`src/rtl/pn_gen_pkg.sv`:
```
// Shared types, default polynomials and the single-step LFSR helper for the PN generator family.
package pn_gen_pkg;

  typedef enum logic [0:0] {IDLE = 1'b0, RUN = 1'b1} state_e;

  // Widest LFSR the step helper can handle; blocks pad their register up to this.
  localparam int LFSR_MAX_W = 64;

  localparam logic [6:0]  PN7_TAPS  = 7'b1100000;              // x^7+x^6+1
  localparam logic [8:0]  PN9_TAPS  = 9'b1_0001_0000;          // x^9+x^5+1
  localparam logic [14:0] PN15_TAPS = 15'h6000;                // x^15+x^14+1
  localparam logic [22:0] PN23_TAPS = 23'h42_0000;             // x^23+x^18+1

  // Returns {next_state, out_bit}; bits of lfsr at or above w must be zero.
  function automatic logic [LFSR_MAX_W:0] lfsr_step(input logic [LFSR_MAX_W-1:0] lfsr,
                                                    input logic [LFSR_MAX_W-1:0] taps,
                                                    input int unsigned           w);
    logic                  fb;
    logic [LFSR_MAX_W-1:0] nxt;
    fb  = ^(lfsr & taps);
    nxt = (lfsr >> 1) | ({{(LFSR_MAX_W-1){1'b0}}, fb} << (w - 1));
    return {nxt, lfsr[0]};
  endfunction

endpackage

```
`src/rtl/pn_lfsr_unroll.sv`:
```
// Combinational OUT_W-step Fibonacci LFSR unroll; bits_o[0] is the earliest output bit.
module pn_lfsr_unroll import pn_gen_pkg::*; #(
  parameter int                LFSR_W = 7,
  parameter logic [LFSR_W-1:0] TAPS   = 7'b1100000,
  parameter int                OUT_W  = 8
) (
  input  logic [LFSR_W-1:0] lfsr_i,
  output logic [OUT_W-1:0]  bits_o,
  output logic [LFSR_W-1:0] lfsr_o
);

  logic [OUT_W:0][LFSR_W-1:0] chain;

  assign chain[0] = lfsr_i;

  for (genvar k = 0; k < OUT_W; k++) begin : g_step
    logic [LFSR_MAX_W:0] r;
    logic                unused_hi;
    assign r           = lfsr_step(LFSR_MAX_W'(chain[k]), LFSR_MAX_W'(TAPS), LFSR_W);
    assign chain[k+1]  = r[LFSR_W:1];
    assign bits_o[k]   = r[0];
    assign unused_hi   = ^r[LFSR_MAX_W:LFSR_W+1];
  end

  assign lfsr_o = chain[OUT_W];

endmodule

```
`src/rtl/pn_lfsr_stream_gen.sv`:
```
// Seeded PN stream source: loads seed/length, emits OUT_W LFSR bits per beat on a backpressured stream with TLAST.
module pn_lfsr_stream_gen import pn_gen_pkg::*; #(
  parameter int                LFSR_W = 7,
  parameter logic [LFSR_W-1:0] TAPS   = 7'b1100000,
  parameter int                OUT_W  = 8,
  parameter int                LEN_W  = 16
) (
  input  logic              clk,
  input  logic              reset,
  input  logic              seed_valid,
  output logic              seed_ready,
  input  logic [LFSR_W-1:0] seed_data,
  input  logic [LEN_W-1:0]  seed_len,
  input  logic              abort,
  output logic              m_tvalid,
  input  logic              m_tready,
  output logic [OUT_W-1:0]  m_tdata,
  output logic              m_tlast,
  output logic              busy,
  output logic              seed_zero_err
);

  state_e            state_q, state_d;
  logic [LFSR_W-1:0] lfsr_q, lfsr_d;
  logic [LEN_W-1:0]  count_q, count_d;
  logic              seed_ready_q, seed_ready_d;
  logic              m_tvalid_q, m_tvalid_d;
  logic [OUT_W-1:0]  m_tdata_q, m_tdata_d;
  logic              m_tlast_q, m_tlast_d;
  logic              busy_q, busy_d;
  logic              seed_zero_err_q, seed_zero_err_d;

  logic [LFSR_W-1:0] seed_eff, unroll_in, unroll_next;
  logic [OUT_W-1:0]  unroll_bits;
  logic              load;

  // The all-zero state would lock up the LFSR, so it is replaced by 1.
  assign seed_eff  = (seed_data == '0) ? LFSR_W'(1) : seed_data;
  assign load      = seed_valid && seed_ready_q;
  assign unroll_in = (state_q == IDLE) ? seed_eff : lfsr_q;

  pn_lfsr_unroll #(.LFSR_W(LFSR_W), .TAPS(TAPS), .OUT_W(OUT_W)) u_unroll (
    .lfsr_i (unroll_in),
    .bits_o (unroll_bits),
    .lfsr_o (unroll_next)
  );

  always_comb begin
    state_d         = state_q;
    lfsr_d          = lfsr_q;
    count_d         = count_q;
    m_tvalid_d      = m_tvalid_q;
    m_tdata_d       = m_tdata_q;
    m_tlast_d       = m_tlast_q;
    seed_zero_err_d = 1'b0;
    if (state_q == IDLE) begin
      m_tvalid_d = 1'b0;
      m_tlast_d  = 1'b0;
      if (load) begin
        seed_zero_err_d = (seed_data == '0);
        if (seed_len == '0) begin
          lfsr_d = seed_eff;
        end else begin
          lfsr_d     = unroll_next;
          m_tdata_d  = unroll_bits;
          m_tvalid_d = 1'b1;
          m_tlast_d  = (seed_len == LEN_W'(1));
          count_d    = seed_len - LEN_W'(1);
          state_d    = RUN;
        end
      end
    end else begin
      // Abort wins over a same-cycle handshake: the offered beat is dropped.
      if (abort) begin
        m_tvalid_d = 1'b0;
        m_tlast_d  = 1'b0;
        state_d    = IDLE;
      end else if (m_tvalid_q && m_tready) begin
        if (m_tlast_q) begin
          m_tvalid_d = 1'b0;
          m_tlast_d  = 1'b0;
          state_d    = IDLE;
        end else begin
          lfsr_d    = unroll_next;
          m_tdata_d = unroll_bits;
          m_tlast_d = (count_q == LEN_W'(1));
          count_d   = count_q - LEN_W'(1);
        end
      end
    end
    seed_ready_d = (state_d == IDLE);
    busy_d       = (state_d == RUN);
  end

  always_ff @(posedge clk or negedge reset) begin
    if (!reset) begin
      state_q         <= IDLE;
      lfsr_q          <= LFSR_W'(1);
      count_q         <= '0;
      seed_ready_q    <= 1'b0;
      m_tvalid_q      <= 1'b0;
      m_tdata_q       <= '0;
      m_tlast_q       <= 1'b0;
      busy_q          <= 1'b0;
      seed_zero_err_q <= 1'b0;
    end else begin
      state_q         <= state_d;
      lfsr_q          <= lfsr_d;
      count_q         <= count_d;
      seed_ready_q    <= seed_ready_d;
      m_tvalid_q      <= m_tvalid_d;
      m_tdata_q       <= m_tdata_d;
      m_tlast_q       <= m_tlast_d;
      busy_q          <= busy_d;
      seed_zero_err_q <= seed_zero_err_d;
    end
  end

  assign seed_ready    = seed_ready_q;
  assign m_tvalid      = m_tvalid_q;
  assign m_tdata       = m_tdata_q;
  assign m_tlast       = m_tlast_q;
  assign busy          = busy_q;
  assign seed_zero_err = seed_zero_err_q;

endmodule

```
`config.mk`:
```
export PLATFORM = sky130hd
export DESIGN_NAME = pn_lfsr_stream_gen
export DESIGN_NICKNAME = d
export VERILOG_FILES = /design/src/rtl/pn_gen_pkg.sv /design/src/rtl/pn_lfsr_unroll.sv /design/src/rtl/pn_lfsr_stream_gen.sv
export SDC_FILE = /design/constraint.sdc
export NUM_CORES = 1
export LEC_CHECK = 0
export ABC_AREA = 1
export ABC_CLOCK_PERIOD_IN_PS = 2100
export BUFFER_PORTS_ARGS = -buffer_cell sky130_fd_sc_hd__buf_4
export CORE_MARGIN = 1
export CORE_UTILIZATION = 50
export DETAILED_ROUTE_END_ITERATION = 8
export PLACE_DENSITY = 0.7
export SLEW_MARGIN = 20
export SYNTH_ARGS = -nofsm -noshare
export SYNTH_HDL_FRONTEND = slang
export SYNTH_SLANG_ARGS = --single-unit
export TNS_END_PERCENT = 1
```
`constraint.sdc`:
```
create_clock -name clk -period 2.1 [get_ports clk]
set_clock_uncertainty 0.2 [all_clocks]
set_input_delay 0.21 -clock clk [delete_from_list [all_inputs] [get_ports clk]]
set_output_delay 0.21 -clock clk [all_outputs]
set_load 0.02 [all_outputs]
```
Word-level counts from Yosys, hierarchy flattened
Cells that the tools add are included.
{"block": "totals", "elab_cells": 81, "mem_bits_ro": 0, "regBits": 36, "inputBits": 28, "out_inout_bits": 13, "latchBits": 0, "ram_bits": 0, "mem_count": 0}
{"block": "classes", "n_bitwise": 9, "div_mod_pow": 0, "order_cmp": 0, "n_eq_ne": 8, "n_reduce_logical": 16, "add_sub_neg": 2, "n_shift": 0, "n_mul": 0, "n_mux": 38}
{"operator": "$reduce_xor 64->1", "n": 8}
{"operator": "$mux 16", "n": 6}
{"operator": "$mux 7", "n": 8}
{"operator": "$or 6x7->7", "n": 8}
{"operator": "$mux 8", "n": 6}
{"operator": "$eq 16x1->1 const B", "n": 2}
{"operator": "$sub 16x1->16 const B", "n": 2}
{"operator": "$mux 1", "n": 18}
{"operator": "$logic_not 16->1", "n": 1}
{"operator": "$logic_not 7->1", "n": 1}
{"operator": "$ne 2x2->1 const B", "n": 3}
{"operator": "$reduce_and 5->1", "n": 1}
{"operator": "$reduce_and 4->1", "n": 1}
{"operator": "$ne 3x2->1 const B", "n": 1}
{"operator": "$ne 3x3->1 const B", "n": 1}
{"operator": "$logic_and 1x1->1", "n": 2}
{"operator": "$ne 2x1->1 const B", "n": 1}
{"operator": "$reduce_and 2->1", "n": 1}
{"operator": "$reduce_bool 2->1", "n": 1}
{"operator": "$not 1->1", "n": 1}

Depth between registers and ports, before layout
{"block": "depth", "word_depth": 23, "depth_mapped": 11, "ltp_nobuf": 11}

Cells and area by module
From an unflattened synthesis, not the netlist that was laid out.
{"block": "hier_totals", "hier_cells": 443, "hier_area_um2": 2725.1}
{"module": "pn_lfsr_stream_gen", "area_each_um2": 2581.2, "cells_per_inst": 422, "n_inst": 1, "seq_area_each_um2": 902.1}
{"module": "pn_lfsr_unroll", "area_each_um2": 143.9, "cells_per_inst": 21, "n_inst": 1, "seq_area_each_um2": 0.0}

Least setup slack after synthesis
OpenSTA, ideal clock, no wires.
{"block": "synth_timing", "path_kind": "register to register", "from": "register busy (netlist name)", "to": "register count_q[0]", "synth_period_minus_slack_ps": 1656, "path_slack_ps": 444, "setup_ps": 121, "required_ps": 1779, "n_path_buf": 2, "path_stages_with_launch": 9, "t_arrival_ps": 1335, "path_cell_list": "dfrtp_1 > buf_6 > nor2_2 > inv_2 > nand2_4 > inv_2 > nor2_4 > buf_6 > o21ai_2"}
{"item": "to (signal assigned)", "line": "pn_lfsr_stream_gen.sv:109", "source": "count_q <= count_d;"}
{"item": "to (decl)", "line": "pn_lfsr_stream_gen.sv:25", "source": "logic [LEN_W-1:0] count_q, count_d;"}

Worst setup path in the final report
{"block": "layout_timing", "from": "register count_q[0]", "to": "register count_q[12]"}
{"block": "layout_between", "elab_chain_cells": 5}
{"item": "$sub 16x1->16", "line": "pn_lfsr_stream_gen.sv:87", "source": "count_d = count_q - LEN_W'(1);"}
{"item": "$mux 16", "line": "pn_lfsr_stream_gen.sv:79", "source": "if (m_tlast_q) begin"}
{"item": "$mux 16", "line": "pn_lfsr_stream_gen.sv:78", "source": "end else if (m_tvalid_q && m_tready) begin"}
{"item": "$mux 16", "line": "pn_lfsr_stream_gen.sv:74", "source": "if (abort) begin"}
{"item": "$mux 16", "line": "pn_lfsr_stream_gen.sv:56", "source": "if (state_q == IDLE) begin"}
No other way between the ends. The select of a mux whose other input is x is not followed.
A chain may end at the register's enable or synchronous reset.

==> Implementation_results.wiki <==
{| class="wikitable"
! Metric !! Value
|-
| Combinational family with the most area after synthesis || simple AND/OR/NAND/NOR gates
|-
| Net count reported at finish || between 500 and 600
|-
| Rel. slew slack || 69.1%
|-
| Final standard cell area without fillers || approximately 0.0033 mm^2
|-
| Type of origin of the critical path || flop
|-
| Final count of pins violating max slew || 0
|-
| Shortest period the worst path allows || about 1.8 ns
|-
| Final worst-path cycle share || about 87%
|-
| Uppermost signal routing layer after detailed routing || met4
|-
| Routed wl met3 || 403 um
|-
| Starting utilization of the core area || 53.3%
|-
| Synth Area in Compound Gates || under 10%
|-
| Post-Syn Instances || 433
|-
| Vert. Die Dim || 76.9 um
|-
| Number of warnings printed during yosys synthesis || 0
|-
| Rows || 26
|-
| Pin count of the biggest net entering global routing || 37
|-
| Dpl ws || about 0.29 ns
|-
| Final setup viols || 0
|-
| Max VDD drop || around 0.64 mV
|-
| Unique masters post-synth || 33
|-
| Synthesized net count || ~470
|-
| Total detailed-routing wirelength || 7250 um
|-
| Antenna viol nets, final || 0
|-
| Initial antenna violation count || 0
|-
| Grt ovf || 0
|-
| Count of boundary I/O pins || 41
|-
| Critical path data required time || ~2.1 ns
|-
| Clock input transition at the sequential cells of the worst setup and hold paths || 0.07 ns
|-
| Setup Fix Bufs, Post-CTS || 0
|-
| Startpoint of the worst setup timing path || count_q[0]
|-
| Met1 Wirelength || roughly 3500 um
|-
| Power density normalized to cell area || between 1000 and 1500 mW/mm^2
|-
| WP data arrival || 1.81 ns
|-
| Adder-cell share of the synthesized area || around 2.2%
|-
| Count of instances resized after the clock tree is built || 0
|-
| DIE AREA || between 0.005 and 0.006 mm^2
|-
| CP endpoint || count_q[12]
|-
| Port Buf Inserts || 40
|-
| Crit path max fanout || 6
|-
| First-pass GRT wire length || roughly 12000 um
|-
| Startpoint of the worst-slack reg-to-reg timing path || count_q[0]
|-
| Post-route DRC violation count || 0
|-
| Detailed-placement wirelength estimate || roughly 5700 um
|-
| Sequential element share of the synthesized area || approximately 32%
|-
| Insertion delay to the later sink of the worst-skew pair || 0.29 ns
|-
| Vias in the first global route || 2666
|-
| Fraction of synthesized area in multiplexers || 0%
|-
| Width of the chip || between 70 and 80 um
|-
| Worst-case setup margin in the final layout || around 0.27 ns
|-
| Initial DRC Count || approximately 250
|-
| Global Route Usage Sum || a little over a quarter
|-
| Placed instance area || approximately 0.0032 mm^2
|-
| Final hold vios || 0
|-
| Drt wl/cell || about 13 um
|-
| Bufs on Longest Clock Path || 2
|-
| CTS root buffer || sky130_fd_sc_hd__clkbuf_8
|-
| Largest cells by area after synthesis || sky130_fd_sc_hd__dfrtp_1 (31%), sky130_fd_sc_hd__nand2_1 (21%), sky130_fd_sc_hd__nor2_1 (7.9%), sky130_fd_sc_hd__nand3_1 (7.1%), sky130_fd_sc_hd__inv_1 (6.6%)
|-
| Highest clock rate || ~0.55 GHz
|-
| CTS buffer count || 5
|-
| R2r setup slk || roughly 0.27 ns
|-
| Worst setup path class || reg -> reg
|-
| Post-synthesis cell type with the largest combined area || sky130_fd_sc_hd__dfrtp_1
|-
| Flops & latches, synth || 36
|-
| Leakage Power || 1.73 nW
|-
| Area of the core region || between 0.005 and 0.006 mm^2
|-
| Setup repair after global routing missed its margin || no
|-
| Post-Syn Area per Cell || 6.48 um^2
|-
| Routed length on met2 || about 3200 um
|-
| Clock tree from TritonCTS || built
|-
| Max Cap Violations || 0
|-
| Path class of the lowest-slack min-delay path || in -> reg
|-
| Length of the first detailed-routing pass in iterations || 5
|-
| Layout area overhead || 17.6%
|-
| Area share of xor/xnor cells in the synthesized design || less than 1%
|-
| Overall via count from detail_route || around 2800
|-
| Capturing element type of the critical path || flop
|-
| H-Tree Level Count || 2
|-
| Aggregate negative setup slack || 0 ns
|-
| Final Non-Filler Cells || 549
|-
| Worst R2R End || count_q[12]
|-
| Layout Utilization || 62.6%
|-
| Antenna fix cells || 0
|-
| Placed cell count || 540
|-
| Cell area after technology mapping || approximately 0.0028 mm^2
|-
| Post-synthesis share of cell area spent on and, or, nand and nor gates || between 40 and 50%
|-
| Mean number of vias per cell || between 5 and 6
|-
| Least-Margin Pin Slew || approximately 0.46 ns
|-
| Final weighted congestion in routability-driven placement || approximately 0.9
|-
| Number of sinks handled by clock tree synthesis || 36
|-
| Top cell type's share of synthesized area || a little under a third
|-
| Reg2Reg Depth || 9
|-
| Status || finished, final reports clean
|-
| Fraction of final layout cells sized beyond drive strength 1 || around a fifth
|}
[cells in the final DEF, fill, tap and decap left out, types with 5 or more instances in the layout]
master and count:
sky130_fd_sc_hd__nor2_1 59, sky130_fd_sc_hd__buf_4 46, sky130_fd_sc_hd__inv_1 49, sky130_fd_sc_hd__o21ai_2 10, sky130_fd_sc_hd__nand2_2 5, sky130_fd_sc_hd__dfrtp_1 35
sky130_fd_sc_hd__nor2_4 5, sky130_fd_sc_hd__nand2_1 157, sky130_fd_sc_hd__nand4_1 6, sky130_fd_sc_hd__nand3_1 40, sky130_fd_sc_hd__o21ai_0 16, sky130_fd_sc_hd__clkbuf_8 5
sky130_fd_sc_hd__a21oi_1 7, sky130_fd_sc_hd__ha_1 5
[how the worst min path moves through the flow]
stage	depth (start not counted)	to	startpoint	slack, ns
floorplan	0	busy	reset	-0.29
global placement	1	count_q[7]	reset	-0.003
detailed placement	1	count_q[7]	reset	-0.002
CTS	4	seed_zero_err	seed_data[0]	0.002
global route	4	seed_zero_err	seed_data[0]	0.02
finish	4	seed_zero_err	seed_data[0]	0.007
[power by group]
group | leakage (nW) | internal, mW | total, mW | switching (mW)
logic | 1.23 | 0.827 | 2.31 | 1.48
registers | 0.444 | 1.01 | 1.29 | 0.276
clock network | 0.0541 | 0.351 | 0.608 | 0.257
total | 1.73 | 2.19 | 4.20 | 2.01
[cells in the mapped netlist]
library cell / instances
sky130_fd_sc_hd__nand2_2: 5
sky130_fd_sc_hd__nand4_4: 1
sky130_fd_sc_hd__nor2_4: 5
sky130_fd_sc_hd__a31oi_1: 1
sky130_fd_sc_hd__o21ai_2: 10
sky130_fd_sc_hd__nor2_1: 59
sky130_fd_sc_hd__nand3_2: 2
sky130_fd_sc_hd__nand4_1: 6
sky130_fd_sc_hd__inv_2: 3
sky130_fd_sc_hd__and2_1: 1
sky130_fd_sc_hd__o21ai_1: 2
sky130_fd_sc_hd__nand3_4: 1
sky130_fd_sc_hd__nand3b_1: 1
sky130_fd_sc_hd__clkbuf_1: 1
sky130_fd_sc_hd__a21oi_1: 7
sky130_fd_sc_hd__dfrtp_1: 35
sky130_fd_sc_hd__nor2_8: 1
sky130_fd_sc_hd__nor3_1: 3
sky130_fd_sc_hd__xor2_1: 1
sky130_fd_sc_hd__nand3_1: 40
sky130_fd_sc_hd__ha_1: 5
sky130_fd_sc_hd__nor2_2: 4
sky130_fd_sc_hd__buf_4: 1
sky130_fd_sc_hd__inv_1: 49
sky130_fd_sc_hd__buf_1: 1
sky130_fd_sc_hd__dfstp_2: 1
sky130_fd_sc_hd__or2_2: 1
sky130_fd_sc_hd__buf_6: 5
sky130_fd_sc_hd__buf_2: 2
sky130_fd_sc_hd__nand2_4: 4
sky130_fd_sc_hd__nand2_1: 157
sky130_fd_sc_hd__o21ai_0: 16
sky130_fd_sc_hd__xnor2_1: 2
[worst max-delay path: stages (launching register included)]
cell and delay [ns]:
sky130_fd_sc_hd__dfrtp_1 0.39, sky130_fd_sc_hd__inv_1 0.18, sky130_fd_sc_hd__ha_1 0.29, sky130_fd_sc_hd__nand2_1 0.14, sky130_fd_sc_hd__nor2_1 0.20, sky130_fd_sc_hd__nand3_1 0.10
sky130_fd_sc_hd__nand3_1 0.09, sky130_fd_sc_hd__nand2_1 0.05, sky130_fd_sc_hd__nand2_1 0.06, sky130_fd_sc_hd__nand2_1 0.04
[layout make-up]
| type | count | area (um^2) |
|---|---|---|
| clock buffers | 5 | 68.8 |
| repair buffers | 48 | 375 |
| inverters | 52 | 195 |
| multi-input cells | 335 | 1630 |
| clock inverters | 3 | 42.5 |
| fillers | 510 | 1970 |
| well taps | 70 | 87.6 |
| flip-flops and latches | 36 | 902 |
[flip-flops by register name (all words and copies together) (netlist names)]
signal,cells
count_q,16
m_tvalid,1
lfsr_q,7
seed_zero_err,1
m_tlast,1
m_tdata,8
seed_ready,1
busy,1
[routing by layer]
metal,vias to the layer above,track usage (%)
met4,0,7.31
met5,-,0
met3,5,2.98
li1,1436,-
met2,84,42.4
met1,1261,38.1
[kinds of logic (layout without fill, tap and decap cells)]
| logic type | after synthesis | in the layout |
|---|---|---|
| AOI/OAI and AO/OA | 36 | 36 |
| xor gates and xnor gates | 3 | 3 |
| adders and majority gates | 5 | 5 |
| buffers and inverters | 62 | 108 |
| DFF | 36 | 36 |
| and+or+nand+nor | 291 | 291 |
[through the flow]
stage / hold WS (ns) / power [mW]
global placement: -0.00288 / 3.52
CTS: 0.00165 / 4.20
detailed placement: -0.00179 / 3.58
floorplan: -0.286 / 2.91
global route: 0.0198 / 4.58
finish: 0.00678 / 4.20
[timing repair]
item,in CTS,in global routing
hold buffers,1,0
hold endpoints to repair,35,0
endpoints found under the setup margin,0,0
Note: power is estimated with default switching activity, not from simulation.
